`src/rtl/agc_block_accumulator.sv`:
```
// -----------------------------------------------------------------------------
// agc_block_accumulator
//
// Accumulates blocks of N = 2^LOG2_N input samples for an AGC power/level
// estimator and presents each block result through a one-deep output register
// with a valid/ready handshake. The input side never stalls. If a new block
// completes while an earlier result is still unconsumed, the old result is
// overwritten and o_drop pulses for one cycle.
//
// Optional feature (compile-time macro):
//   ACC_MEAN_EN - when defined, o_num carries the block mean (the sum shifted
//                 right by LOG2_N, arithmetic for signed samples). When it is
//                 undefined, o_num carries the full block sum. The handshake,
//                 o_drop and o_count timing are the same in both builds.
//
// Parameters:
//   IN_W    - input sample width
//   LOG2_N  - log2 of samples per block (>= 1)
//   SIGNED  - 1: two's-complement samples, 0: unsigned samples
//   OUT_W   - derived, IN_W + LOG2_N (wide enough that a block sum never overflows)
//
// Ports:
//   i_clk    - rising-edge clock
//   i_rst    - synchronous active-high reset (highest priority)
//   i_clear  - drop the partial block and restart the sample count
//   i_valid  - i_num carries a sample this cycle
//   i_num    - input sample [IN_W]
//   i_ready  - downstream consumes o_num this cycle
//   o_num    - block result [OUT_W], stable while o_valid is high
//   o_valid  - o_num holds an unconsumed result
//   o_drop   - one-cycle pulse: an unconsumed result was overwritten
//   o_count  - samples accepted so far in the current partial block [LOG2_N]
// -----------------------------------------------------------------------------
module agc_block_accumulator #(
  parameter int IN_W   = 12,
  parameter int LOG2_N = 3,
  parameter int SIGNED = 0,
  localparam int OUT_W = IN_W + LOG2_N
) (
  input  logic              i_clk,
  input  logic              i_rst,
  input  logic              i_clear,
  input  logic              i_valid,
  input  logic [IN_W-1:0]   i_num,
  input  logic              i_ready,
  output logic [OUT_W-1:0]  o_num,
  output logic              o_valid,
  output logic              o_drop,
  output logic [LOG2_N-1:0] o_count
);

  typedef enum logic [0:0] {
    OUT_EMPTY = 1'b0,
    OUT_FULL  = 1'b1
  } out_state_t;

  localparam logic [LOG2_N-1:0] COUNT_ONE  = LOG2_N'(1'b1);
  localparam logic [LOG2_N-1:0] COUNT_LAST = '1;

  // Widen a sample to the accumulator width; sign- or zero-fill the top bits.
  function automatic logic [OUT_W-1:0] extend_sample(input logic [IN_W-1:0] sample);
    if (SIGNED != 32'sd0) begin
      extend_sample = {{LOG2_N{sample[IN_W-1]}}, sample};
    end else begin
      extend_sample = {{LOG2_N{1'b0}}, sample};
    end
  endfunction

  logic [OUT_W-1:0]  sum_r;
  logic [LOG2_N-1:0] count_r;
  logic [OUT_W-1:0]  num_r;
  logic              drop_r;
  out_state_t        state_r;
  out_state_t        state_next_s;

  logic              accept_s;
  logic              complete_s;
  logic              drop_s;
  logic [OUT_W-1:0]  ext_s;
  logic [OUT_W-1:0]  block_sum_s;
  logic [OUT_W-1:0]  result_s;

  // A clear in the same cycle as a sample discards that sample.
  assign accept_s   = i_valid & ~i_clear;
  assign complete_s = accept_s & (count_r == COUNT_LAST);
  assign ext_s      = extend_sample(i_num);

  // The first sample of a block loads the sum instead of adding, so no
  // separate sum clear is needed between blocks.
  always_comb begin
    block_sum_s = sum_r;
    if (count_r == '0) begin
      block_sum_s = ext_s;
    end else begin
      block_sum_s = sum_r + ext_s;
    end
  end

`ifdef ACC_MEAN_EN
  // Block mean: divide by N with a shift; the shift fills with sign or zero.
  always_comb begin
    result_s = block_sum_s;
    if (SIGNED != 32'sd0) begin
      result_s = OUT_W'($signed(block_sum_s) >>> LOG2_N);
    end else begin
      result_s = block_sum_s >> LOG2_N;
    end
  end
`else
  // Block sum passed through unchanged.
  always_comb begin
    result_s = block_sum_s;
  end
`endif

  // Output FSM next state and overwrite detection.
  always_comb begin
    state_next_s = state_r;
    drop_s       = 1'b0;
    case (state_r)
      OUT_EMPTY: begin
        if (complete_s) begin
          state_next_s = OUT_FULL;
        end else begin
          state_next_s = OUT_EMPTY;
        end
      end
      OUT_FULL: begin
        if (complete_s) begin
          // A result consumed this same cycle is not lost.
          state_next_s = OUT_FULL;
          drop_s       = ~i_ready;
        end else if (i_ready) begin
          state_next_s = OUT_EMPTY;
        end else begin
          state_next_s = OUT_FULL;
        end
      end
      default: begin
        state_next_s = OUT_EMPTY;
      end
    endcase
  end

  // Running sum and sample counter; the counter wraps to 0 on the Nth sample.
  always_ff @(posedge i_clk) begin
    if (i_rst) begin
      sum_r   <= '0;
      count_r <= '0;
    end else if (i_clear) begin
      sum_r   <= '0;
      count_r <= '0;
    end else if (i_valid) begin
      sum_r   <= block_sum_s;
      count_r <= count_r + COUNT_ONE;
    end else begin
      sum_r   <= sum_r;
      count_r <= count_r;
    end
  end

  // Output register, drop pulse and FSM state; i_clear does not touch these.
  always_ff @(posedge i_clk) begin
    if (i_rst) begin
      num_r   <= '0;
      drop_r  <= 1'b0;
      state_r <= OUT_EMPTY;
    end else begin
      if (complete_s) begin
        num_r <= result_s;
      end else begin
        num_r <= num_r;
      end
      drop_r  <= drop_s;
      state_r <= state_next_s;
    end
  end

  assign o_num   = num_r;
  assign o_valid = (state_r == OUT_FULL);
  assign o_drop  = drop_r;
  assign o_count = count_r;

endmodule

```
`config.mk`:
```
export PLATFORM = sky130hd
export DESIGN_NAME = agc_block_accumulator
export DESIGN_NICKNAME = d
export VERILOG_FILES = /design/src/rtl/agc_block_accumulator.sv
export SDC_FILE = /design/constraint.sdc
export NUM_CORES = 1
export LEC_CHECK = 0
export BUFFER_PORTS_ARGS = -buffer_cell sky130_fd_sc_hd__buf_2
export CORE_ASPECT_RATIO = 0.6
export CORE_MARGIN = 1
export CORE_UTILIZATION = 50
export CTS_CLUSTER_DIAMETER = 40
export DETAILED_ROUTE_END_ITERATION = 6
export PLACE_DENSITY = 0.75
export SKIP_CTS_REPAIR_TIMING = 1
export SYNTH_ARGS = -nofsm -noshare
export SYNTH_HDL_FRONTEND = slang
export SYNTH_SLANG_ARGS = --single-unit
```
`constraint.sdc`:
```
create_clock -name i_clk -period 2.35 [get_ports i_clk]
set_clock_uncertainty 0.15 [all_clocks]
set_input_delay 0.47 -clock i_clk [delete_from_list [all_inputs] [get_ports i_clk]]
set_output_delay 0.47 -clock i_clk [all_outputs]
set_load 0.02 [all_outputs]
```
==> flow_metrics.py <==
metrics = {
    "status": {
        "status": "finished, final reports clean",
    },
    "power_and_ir_drop": {
        "switching_share": 0.286,
        "p_seq_frac": 0.420,
        "power_frac_clock": 0.392,
        "p_per_area_nw_per_um2": 531,
        "netSwitchingPower_mw": 0.416,
        "leakagePower_nw": 1.20,
        "ir_drop_v": 0.000297,
        "p_comb_frac": 0.188,
        "internal_power_mw": 1.04,
    },
    "layout": {
        "seq_area_um2": 702,
        "final_area_um2": 2740,
        "syn_to_final_growth_pct": 26.7,
        "fillCellCount": 366,
        "nets": 356,
        "multiInputGateArea_um2": 1410,
        "final_core_utilization": 0.666,
        "drive_gt1_frac": 0.272,
        "antennaDiodeCount": 0,
    },
    "placed_design": {
        "dp_hpwl_um": 4310,
        "portBuffers": 36,
        "gp_congestion": 0.868,
        "placed_cell_area_um2": 2580,
    },
    "grt": {
        "grt_use_total": 0.273,
        "grt_pass1_vias": 1848,
        "grt_pass1_wl_um": 9250,
        "grt_max_degree": 36,
        "antenna_found_initial": 0,
        "overflow": 0,
    },
    "yosys": {
        "synth_most_common_cell": "dfxtp_1",
        "synth_cell_types": 51,
        "syn_inst": 266,
        "yosysSeqAreaShare": 0.324,
        "yosysTopAreaCellShare": 0.324,
        "ys.flop_type": "dfxtp_1",
        "synth_edf_count": 0,
        "syn_avg_cell_area_um2": 8.14,
        "syn-cell-area_um2": 2170,
        "yosys-top-cells-count": "dfxtp_1, nor2_1, nand2_1, o21ai_0, a21oi_1",
        "ys.warnings.count": 0,
        "synthTopCellsByArea": "dfxtp_1, ha_1, nor2_1, o21ai_0, a21oi_1",
        "synthArstFlopShare": 0,
        "synth.ff_latch_count": 35,
        "synth_top_cell_by_area": "dfxtp_1",
        "syn_nets": 299,
    },
    "clock_network": {
        "h-tree-depth": 2,
        "cts-root-buf": "clkbuf_8",
        "clk_path_buf_depth": 2,
        "clk_pin_slew_ns": 0.08,
        "cts_sinks": 35,
        "tritoncts": "yes",
        "insertion_delay_ns": 0.30,
        "cts_buffers": 5,
    },
    "worst_setup_path": {
        "arrival_ns": 2.37,
        "cp_max_fo": 4,
        "critPathMaxStageDelay_ns": 0.34,
        "crit_path_frequent_cell": "a21oi_2",
        "path_class": "reg2reg",
        "timing.rr.end": "sum_r[14]",
        "r2r_slack_ns": 0.07,
        "crit_slowest_cell": "dfxtp_2",
        "reg2reg_depth": 10,
        "endpoint_kind": "register",
        "worstPathCellList": "ha_4, inv_2, fa_2, nor2b_4, o31ai_4, a21oi_2, a2111oi_4, buf_4, mux2_4, a21oi_2",
        "rr_startpoint": "sum_r[0]",
        "cp.required_ns": 2.44,
        "startpoint_type": "register",
    },
    "drt": {
        "ant_nets": 0,
        "dr.pass1.iters": 4,
        "post_drt_wl_per_cell_um": 15.3,
        "via_count": 2196,
        "postRouteWirelength_um": 5890,
        "drc": 0,
        "viasPerCell": 5.72,
        "drtIter0Drc": 127,
    },
    "floorplan": {
        "die_h_um": 53.0,
        "start_util": 0.526,
        "core-area_um2": 4120,
        "io_pins": 37,
        "dieArea_um2": 4610,
        "die_x_um": 87.0,
        "rows": 18,
    },
    "job": {
        "cap_viol_max_count": 0,
    },
    "timing": {
        "rsz0062_at_grt": "true",
        "fin_crit_sh": 0.970,
        "hold_viol": 0,
        "worst_pin_slew_ns": 0.397,
        "setup_viol": 0,
        "fin_crit_ns": 2.28,
        "finalMaxSlewViolations": 0,
        "relSlewSlack": 0.727,
        "fmax_mhz": 439,
    },
    "hold_path": {
        "hp-start": "i_ready",
        "hold_class": "in2reg",
        "hold_depth": 3,
        "min_to": "o_drop",
    },
}
## logic make-up after synthesis
kind of cell / share of synthesized area
and+or+nand+nor: 0.212
AOI/OAI and AO/OA: 0.260
DFF: 0.324
buffers and inverters: 0.0404
adders and majority gates: 0.0959
muxes: 0.0439
xor gates and xnor gates: 0.0243
## worst max-delay path by stage
stage,slack (ns),from,end,depth (start not counted)
5_1_grt,-0.02,sum_r[4],sum_r[13],7
3_5_place_dp,-0.20,i_num[0],sum_r[14],10
3_3_place_gp,-0.14,i_num[0],sum_r[14],10
2_1_floorplan,0.06,i_num[0],sum_r[14],9
6_report,0.07,sum_r[0],sum_r[14],10
4_1_cts,0.05,sum_r[0],o_num[8],9
## flip-flops by register name (all words and copies together), names as in the netlist
signal,cells
o_num,15
sum_r,15
o_count,3
o_drop,1
o_valid,1
## cell type report
class	instances	area share
Tap cell	60	0.0274
Sequential cell	35	0.256
Timing Repair Buffer	65	0.150
Clock inverter	3	0.0160
Multi-Input combinational cell	208	0.515
Clock buffer	5	0.0251
Inverter	8	0.0109
## layer usage
layer	vias to the layer above	GRT usage	part of all wire
met5	-	0	0
met4	0	0.0722	0.0037
met3	4	0.0624	0.091
met2	97	0.370	0.39
met1	1021	0.418	0.52
li1	1074	-	-
## layout by cell type, fill, tap and decap left out, types with 2 or more instances in the layout
cell       count
buf_4         28
nor2_1        30
o21ai_0       21
o21a_1         2
a21oi_2        3
and2_1         3
nand2_1       22
buf_2         36
xnor2_1        3
and3_1         2
o21bai_1       2
nor2b_1        3
xor2_1         3
a31o_1         2
a21o_1         2
dfxtp_1       34
nand4_1        3
nand2b_1       5
clkbuf_8       5
o2111ai_1      3
or3_1          4
ha_1          14
a211oi_1      12
a21oi_1       16
a31oi_1        5
nand3_1        9
mux2i_1        8
nor3_1         4
o21ai_1        2
a311oi_1       2
inv_1          7
## power groups by stage
stage / combinational, mW / sequential (mW) / clock (mW)
after floorplan: 0.163 / 0.624 / 0
after global placement: 0.256 / 0.624 / 0
after detailed placement: 0.261 / 0.624 / 0
after CTS: 0.262 / 0.610 / 0.570
after global routing: 0.303 / 0.612 / 0.595
final: 0.274 / 0.611 / 0.571
## metrics by stage
step	cells	hold slack [ns]	setup WS [ns]	power (mW)	TNS, ns
floorplan	266	0.308	0.0589	0.787	0
global placement	373	0.292	-0.138	0.880	-1.30
detailed placement	373	0.291	-0.205	0.885	-1.88
CTS	381	0.309	0.0485	1.44	0
global route	384	0.315	-0.0182	1.51	-0.0315
finish	384	0.301	0.0712	1.46	0
## worst max-delay path: cells and delay by family (launching register included)
kind / cells / cell delay (ns)
AO/OA/AOI/OAI: 4 / 0.72
adder cells (fa/ha/maj): 2 / 0.38
buffers and inverters: 2 / 0.24
flip-flops: 1 / 0.34
multiplexers: 1 / 0.30
AND/OR/NAND/NOR: 1 / 0.06
(Power assumes the default switching activity.)
